[src/rtl/fetch_unit_pkg.sv]
// Shared types and constants for the instruction-fetch front end.
// Imported by fetch_unit and its instruction buffer.
package fetch_unit_pkg;

  localparam int XLEN = 16;
  localparam logic [4:0] HALT_OPCODE = 5'b00000;
  localparam logic [XLEN-1:0] NOP_INSTR = 16'h0800;

  typedef logic [XLEN-1:0] word_t;

  typedef enum logic {
    FETCH  = 1'b0,
    HALTED = 1'b1
  } fstate_e;

  typedef struct packed {
    word_t instr;
    word_t pc_plus2;
  } fetch_ent_t;

  function automatic logic is_halt(input word_t w);
    return w[15:11] == HALT_OPCODE;
  endfunction

endpackage

[src/rtl/fetch_fifo.sv]
// Instruction buffer between fetch and decode.
// Holds {instr, pc_plus2} pairs; flush empties it in one cycle.
module fetch_fifo
  import fetch_unit_pkg::*;
#(
  parameter int DEPTH = 2,
  localparam int AW = $clog2(DEPTH),
  localparam int CW = AW + 1
) (
  input  logic          clk,
  input  logic          rst_n,
  input  logic          push,
  input  fetch_ent_t    din,
  input  logic          pop,
  input  logic          flush,
  output fetch_ent_t    head,
  output logic          empty,
  output logic          full,
  output logic [CW-1:0] count
);

  fetch_ent_t    mem [DEPTH];
  logic [AW-1:0] wp;
  logic [AW-1:0] rp;
  logic [CW-1:0] cnt;

  always_ff @(posedge clk or negedge rst_n) begin
    if (!rst_n) begin
      wp  <= '0;
      rp  <= '0;
      cnt <= '0;
    end else if (flush) begin
      wp  <= '0;
      rp  <= '0;
      cnt <= '0;
    end else begin
      if (push) wp <= wp + 1'b1;
      if (pop) rp <= rp + 1'b1;
      cnt <= cnt + CW'(push) - CW'(pop);
    end
  end

  // Storage needs no reset; occupancy gates every read.
  always_ff @(posedge clk) begin
    if (push && !flush) mem[wp] <= din;
  end

  assign head  = mem[rp];
  assign empty = (cnt == '0);
  assign full  = (cnt == CW'(DEPTH));
  assign count = cnt;

endmodule

[src/rtl/fetch_unit.sv]
// Fetch front end: PC, single-outstanding imem reads,
// wrong-path squash on redirect and stop on HALT.
module fetch_unit
  import fetch_unit_pkg::*;
#(
  parameter int          BUF_DEPTH = 2,
  parameter logic [15:0] RESET_PC  = 16'h0000,
  parameter logic [15:0] NOP_INSTR = fetch_unit_pkg::NOP_INSTR
) (
  input  logic        clk,
  input  logic        rst_n,
  output logic        imem_req,
  output logic [15:0] imem_addr,
  input  logic        imem_valid,
  input  logic [15:0] imem_data,
  input  logic        imem_err,
  input  logic        stall,
  input  logic        redirect,
  input  logic [15:0] redirect_pc,
  output logic [15:0] instr,
  output logic [15:0] pc_plus2,
  output logic        instr_valid,
  output logic        halted,
  output logic        err
);

  localparam int CW = $clog2(BUF_DEPTH) + 1;

  fstate_e       state;
  fstate_e       state_nxt;
  word_t         pc;
  word_t         addr_q;
  logic          outst;
  logic          drop;
  logic          req_q;
  logic          err_q;

  fetch_ent_t    head;
  fetch_ent_t    din;
  logic          empty;
  logic          full;
  logic [CW-1:0] count;
  logic [CW-1:0] count_nxt;

  logic          resp;
  logic          push;
  logic          pop;
  logic          outst_nxt;
  logic          issue;

  assign resp = imem_valid && outst;
  assign push = resp && !drop && !redirect && (!full || pop);
  assign pop  = !empty && !stall && !redirect;
  assign din  = '{instr: imem_data, pc_plus2: addr_q + 16'd2};

  assign count_nxt = redirect ? '0
                   : count + CW'(push) - CW'(pop);
  assign outst_nxt = outst && !imem_valid;

  always_comb begin
    state_nxt = state;
    unique case (1'b1)
      redirect:                    state_nxt = FETCH;
      push && is_halt(imem_data):  state_nxt = HALTED;
      default: ;
    endcase
  end

  // Issue is decided on next-cycle state, so imem_req is a flop.
  assign issue = !redirect
              && state_nxt == FETCH
              && !outst_nxt
              && count_nxt < CW'(BUF_DEPTH);

  always_ff @(posedge clk or negedge rst_n) begin
    if (!rst_n) begin
      state  <= FETCH;
      pc     <= RESET_PC;
      addr_q <= RESET_PC;
      outst  <= 1'b0;
      drop   <= 1'b0;
      req_q  <= 1'b0;
      err_q  <= 1'b0;
    end else begin
      state <= state_nxt;
      req_q <= issue;
      outst <= outst_nxt || issue;
      if (redirect) drop <= outst && !imem_valid;
      else if (resp) drop <= 1'b0;
      if (redirect) begin
        pc <= {redirect_pc[15:1], 1'b0};
      end else if (issue) begin
        pc     <= pc + 16'd2;
        addr_q <= pc;
      end
      if ((imem_valid && (imem_err || !outst))
          || (redirect && redirect_pc[0]))
        err_q <= 1'b1;
    end
  end

  fetch_fifo #(
    .DEPTH (BUF_DEPTH)
  ) u_buf (
    .clk   (clk),
    .rst_n (rst_n),
    .push  (push),
    .din   (din),
    .pop   (pop),
    .flush (redirect),
    .head  (head),
    .empty (empty),
    .full  (full),
    .count (count)
  );

  assign imem_req    = req_q;
  assign imem_addr   = addr_q;
  assign instr_valid = !empty;
  assign instr       = empty ? NOP_INSTR : head.instr;
  assign pc_plus2    = empty ? pc + 16'd2 : head.pc_plus2;
  assign halted      = (state == HALTED);
  assign err         = err_q;

endmodule

[config.mk]
export PLATFORM = sky130hd
export DESIGN_NAME = fetch_unit
export DESIGN_NICKNAME = d
export VERILOG_FILES = /design/src/rtl/fetch_unit_pkg.sv /design/src/rtl/fetch_fifo.sv /design/src/rtl/fetch_unit.sv
export SDC_FILE = /design/constraint.sdc
export NUM_CORES = 1
export LEC_CHECK = 0
export BUFFER_PORTS_ARGS = -buffer_cell sky130_fd_sc_hd__buf_2
export CELL_PAD_IN_SITES_DETAIL_PLACEMENT = 2
export CELL_PAD_IN_SITES_GLOBAL_PLACEMENT = 2
export CORE_ASPECT_RATIO = 1.2
export CORE_UTILIZATION = 34
export CTS_BUF_LIST = sky130_fd_sc_hd__clkbuf_4
export DETAILED_ROUTE_END_ITERATION = 10
export PLACE_DENSITY_LB_ADDON = 0.25
export RECOVER_POWER = 100
export SLEW_MARGIN = 25
export SYNTH_ARGS = -nofsm -noshare
export SYNTH_HDL_FRONTEND = slang
export SYNTH_SLANG_ARGS = --single-unit
[constraint.sdc]
create_clock -name clk -period 3.07 [get_ports clk]
set_input_delay 0.307 -clock clk [delete_from_list [all_inputs] [get_ports clk]]
set_output_delay 0.307 -clock clk [all_outputs]
set_load 0.01 [all_outputs]
; ---- Word level (Yosys, flattened, before mapping)
; Memory sizes are Yosys's and may differ from the RTL's.
; Cells that the tools add are included.
[word_totals]
register_bits = 41
ram_bits = 64
inputBits = 38
wordCells = 68
memories = 1
[memory_table]
columns = memory, depth, width, read_ports, rd_clocked_by_memory_dff, wr, line
row1 = u_buf.mem, 2, 32, 1, 0, 1, fetch_fifo.sv:22  ; fetch_ent_t mem [DEPTH];
[op_classes]
n_addsub = 6
order_cmp = 1
n_eq_ne = 1
n_mux = 14
n_bitwise = 2
reduce_logical = 33
[op_table]
columns = operator, count
row1 = 16-bit 2-to-1 mux, 4
row2 = "16-bit by 2-bit adder with 16-bit output, second input constant", 2
row3 = 1-bit logical AND, 14
row4 = 1-bit zero test, 8
row5 = 1-bit 2-to-1 mux, 8
row6 = 2-bit nonzero test, 4
row7 = 5-bit zero test, 1
row8 = 1-bit logical OR, 4
row9 = "1-bit adder, second input constant", 2
row10 = 2-bit by 1-bit adder with 2-bit output, 1
row11 = "2-bit equality test, second input constant", 1
row12 = 2-bit zero test, 1
row13 = "2-bit less-than comparator, second input constant", 1
row14 = 2-bit 2-to-1 mux, 1
row15 = 1-bit NOT, 2
row16 = 1-bit case mux with 2 select lines, 1
row17 = 2-bit AND reduction, 1
row18 = 2-bit by 1-bit subtractor with 2-bit output, 1

; ---- Depth between registers and ports, before layout
[logic_depth]
depth_word = 14
depth_mapped = 14
depth_no_buf = 12

; ---- Cells and area by module
; From an unflattened synthesis, not the netlist that was laid out.
[hier_totals]
cells_unflattened = 386
area_unflattened_um2 = 5146.2
[by_module_without_submodules]
columns = mod, instances, cells_per_inst, area_each_um2, seq_area_each_um2
row1 = fetch_fifo, 1, 119, 2675.1, 2021.9
row2 = fetch_unit, 1, 267, 2471.1, 875.8

; ---- Worst setup path after synthesis
; No wires, ideal clock.
[synth_timing]
kind = input -> register
from = input redirect
to = register addr_q[10], in the netlist imem_addr[10]
setup_ps = 125
t_arrival_ps = 2985
required_ps = 2945
path_slack_ps = -40
cell_stages = 13
path_buffers = 3
cell_sequence = clkbuf_1 > clkbuf_1 > nor3_1 > ha_1 > inv_1 > ha_1 > xor3_1 > a211o_1 > a21oi_4 > nand2_2 > inv_4 > buf_12 > mux2_2
[synth_via]
elab_chain_cells = 11
[synth_rtl]
columns = element, line
row1 = from (decl), fetch_unit.sv:18  ; input logic redirect,
row2 = branches (longest 9 deep; another with 2-bit by 1-bit adder with 2-bit output), --
row3 = 1-bit logical AND *, fetch_unit.sv:73  ; && count_nxt < CW'(BUF_DEPTH);
row4 = via issue, fetch_unit.sv:49  ; logic issue;
row5 = 2-bit AND reduction (no source line) *, --
row6 = to (signal assigned), fetch_unit.sv:94  ; addr_q <= pc;
row7 = to (decl), fetch_unit.sv:32  ; word_t addr_q;
; Mark *: on every way through the listed nets, which the timed path passes.
; A chain may end at the register's enable or synchronous reset.

; ---- Worst setup path in the final report
[layout_timing]
from = register u_buf.cnt[0], in the netlist u_buf.count[0]
to = register pc[2]
[layout_via]
elab_chain_cells = 13
[layout_rtl]
columns = element, line
row1 = from (decl), fetch_fifo.sv:25  ; logic [CW-1:0] cnt;
row2 = from (signal assigned), fetch_fifo.sv:39  ; cnt <= cnt + CW'(push) - CW'(pop);
row3 = branches (longest 11 deep; another with 2-bit by 1-bit adder with 2-bit output), --
row4 = 1-bit logical AND *, fetch_unit.sv:73
row5 = 2-bit nonzero test (no source line) *, --
row6 = to (signal assigned), fetch_unit.sv:91  ; pc <= {redirect_pc[15:1], 1'b0};
row7 = to (signal assigned), fetch_unit.sv:93  ; pc <= pc + 16'd2;
row8 = to (decl), fetch_unit.sv:31  ; word_t pc;
; Every way passes the cells marked *.

==> flow_summary.json <==
{
  "status": "complete, no violations",
  "max_slew_margin": 0.303,
  "cp_slowest_stage_delay_ps": 460,
  "hold_path_class": "primary input to register",
  "clockBufferDepth": 2,
  "slew_violations": 0,
  "track_usage": 0.189,
  "drive_gt1_frac": 0.156,
  "place_hpwl_um": 9040,
  "synth_enable_flop_cells": 62,
  "arrival_ps": 3270,
  "antenna_found_initial": 0,
  "die_y_um": 131,
  "crit_fanout": 6,
  "grt_first_pass_wirelength_um": 20000,
  "final_nets": 518,
  "clock_latency_ps": 460,
  "total_leakage_power_uw": 0.00196,
  "startpoint_type": "register",
  "worst_r2r_startpoint": "u_buf.count[0]",
  "reg2reg_depth": 11,
  "cp_common_cell": "ha_1",
  "place.port_buffers": 87,
  "register_area_um2": 2840,
  "post-route-min-period_ps": 2930,
  "core_area_um2": 13400,
  "setup_viol": 0,
  "via_per_inst": 5.20,
  "clk_pin_slew_ps": 170,
  "cts_sinks": 101,
  "gp_congestion": 0.760,
  "ir_drop_mv": 0.217,
  "post-cts-setup-buffers": 0,
  "syn_inst": 382,
  "fin_setup_tns_ps": 0,
  "path_cells": "nor2_4 -> nor3_1 -> ha_1 -> inv_1 -> ha_1 -> xor3_1 -> a211o_1 -> a21oi_4 -> clkbuf_1 -> mux2i_1 -> o21ai_0",
  "wire_per_inst_um": 19.3,
  "io-pin-count": 90,
  "finClkSkew_ps": 14.3,
  "htreeDepth": 3,
  "tightest_slew_ps": 1050,
  "dr.pass1.iters": 4,
  "min-delay-start": "imem_data[1]",
  "max_freq_mhz": 342,
  "p_per_area_nw_per_um2": 589,
  "rrSetupSlack_ps": 140,
  "multi_input_area_um2": 1740,
  "grt_max_degree": 49,
  "seq_area_frac_synth": 0.606,
  "crit_path_top_delay_cell": "dfrtp_1",
  "hold_end": "u_buf.mem[1][17]",
  "end_kind": "register",
  "clockRootBuffer": "clkbuf_4",
  "rsz0062_at_grt": "false",
  "fp.dieArea_um2": 14300,
  "hold_path_depth": 1,
  "fin_area_um2": 5440,
  "routed_wl_um": 12500,
  "drtIter0Drc": 76,
  "gr-total-overflow": 0,
  "synth_warnings": 0,
  "ys_seq_elements": 101,
  "synth_cell_types": 46,
  "syn_area_um2": 4680,
  "ant_nets": 0,
  "syn_area_per_cell_um2": 12.3,
  "period_share": 0.953,
  "die_x_um": 109,
  "synth_ff_type": "edfxtp_1",
  "cts_tree": "built",
  "drc_errors": 0,
  "hold_viol_final": 0,
  "initial_core_util": 0.351,
  "syn2layout_area_growth_pct": 16.0,
  "cts_buffers": 9,
  "n_antenna_cell": 0,
  "dpl_cell_area_um2": 5320,
  "path_class": "register to register",
  "grt_pass1_vias": 3819,
  "n_fill_cell": 1463,
  "required_ps": 3410,
  "vias": 3377,
  "synthArstFlopShare": 0.386,
  "reg2reg_to": "pc[2]",
  "max-cap-violations": 0,
  "rows": 46
}
[what timing repair did]
item,4_1_cts,5_1_grt
gates resized for setup,0,4
hold endpoints to repair,47,0
hold buffers,5,0
endpoints found under the setup margin,0,22
[Yosys cell counts (2+ instances only)]
master | count | area share
a211o_1 | 3 | 0.0056
a211oi_1 | 8 | 0.013
a21oi_1 | 7 | 0.0075
a31oi_1 | 4 | 0.0053
and2_1 | 3 | 0.0040
and3_1 | 8 | 0.011
buf_1 | 3 | 0.0024
buf_4 | 2 | 0.0032
clkbuf_1 | 12 | 0.0096
dfrtp_1 | 39 | 0.21
edfxtp_1 | 62 | 0.40
ha_1 | 4 | 0.011
inv_1 | 8 | 0.0064
mux2_2 | 13 | 0.031
mux2i_1 | 26 | 0.056
nand2_1 | 37 | 0.030
nand3_1 | 15 | 0.016
nand3b_1 | 3 | 0.0048
nand4_1 | 5 | 0.0067
nor2_1 | 28 | 0.022
nor2b_1 | 8 | 0.011
nor3_1 | 3 | 0.0032
o211ai_1 | 5 | 0.0080
o21ai_0 | 17 | 0.018
o311ai_0 | 4 | 0.0075
o31ai_1 | 3 | 0.0048
or3_1 | 2 | 0.0027
or4_1 | 6 | 0.0096
xnor2_1 | 22 | 0.041
xor2_1 | 6 | 0.011
[power breakdown]
group          switching [uW]  total, uW  internal, uW
logic                     429        717           288
clock network             461        712           251
registers                 175       1770          1600
total                    1070       3200          2130
[sequential cells by signal, indices dropped and copies added, names as in the netlist]
| name | flops |
|---|---|
| u_buf.mem | 62 |
| pc | 15 |
| imem_req | 1 |
| u_buf.rp | 1 |
| halted | 1 |
| imem_addr | 15 |
| outst | 1 |
| drop | 1 |
| err | 1 |
| u_buf.count | 2 |
| u_buf.wp | 1 |
[final cells by class]
cell class                 count  share of cell area
sequential                   101               0.522
multi-input combinational    254               0.320
timing repair buffer         101              0.0852
tap                          168              0.0387
clock inverter                 7              0.0140
clock buffer                   9              0.0124
inverter                       9             0.00714
[cells by family (layout without fill, tap and decap cells)]
logic type,Yosys count,count (layout),synth area share
simple gates,123,123,0.128
compound gates,57,57,0.0825
buf+inv,28,126,0.0283
fa+ha+maj,4,4,0.0107
flops,101,101,0.606
xor+xnor,29,29,0.0574
other cells,1,2,0.000801
mux,39,39,0.0868
[worst max-delay path by stage]
stage	start	endpoint	slack (ps)	depth (start not counted)
after CTS	u_buf.count[1]	pc[8]	90	9
after detailed placement	u_buf.count[1]	pc[8]	140	9
after global routing	u_buf.count[0]	pc[2]	30	11
after floorplan	u_buf.count[0]	imem_addr[10]	60	13
final	u_buf.count[0]	pc[2]	140	11
after global placement	u_buf.count[0]	pc[8]	300	10
[stage by stage]
step / instances / total power (uW) / worst slack (ps) / utilization / hold WS, ps
detailed placement: 628 / 2560 / 143 / 0.398 / 468
global route: 649 / 3370 / 29.1 / 0.407 / 6.19
CTS: 649 / 3280 / 93.5 / 0.413 / 4.07
global placement: 628 / 2520 / 296 / 0.398 / 467
floorplan: 383 / 2200 / 56.1 / - / 11.4
finish: 649 / 3200 / 144 / 0.407 / 32.2
[critical path: cells and delay by family, from the launching register on]
family,cells,cell delay (ps)
xor+xnor,1,420
mux,1,250
compound gates,3,630
simple gates,2,180
flops,1,460
buf+inv,2,400
fa+ha+maj,2,480
[cell usage in the layout, fill, tap and decap left out, types with 6 or more instances in the layout]
cell type,n
xor2_1,6
inv_1,8
or4_1,6
nor2b_1,8
buf_2,28
edfxtp_1,62
o21ai_0,17
dfrtp_1,38
mux2i_1,26
nor2_1,26
a21oi_1,7
mux2_2,13
nand2_1,37
clkbuf_1,61
and3_1,8
nand3_1,15
xnor2_1,22
a211oi_1,8
clkbuf_4,9
[layer usage]
| layer | GRT usage | routed length (um) |
|---|---|---|
| met1 | 0.221 | 5360 |
| met2 | 0.349 | 6610 |
| met3 | 0.0298 | 408 |
| met4 | 0.0596 | 159 |
| met5 | 0 | 0 |
Power figures use the tool's default switching activity.
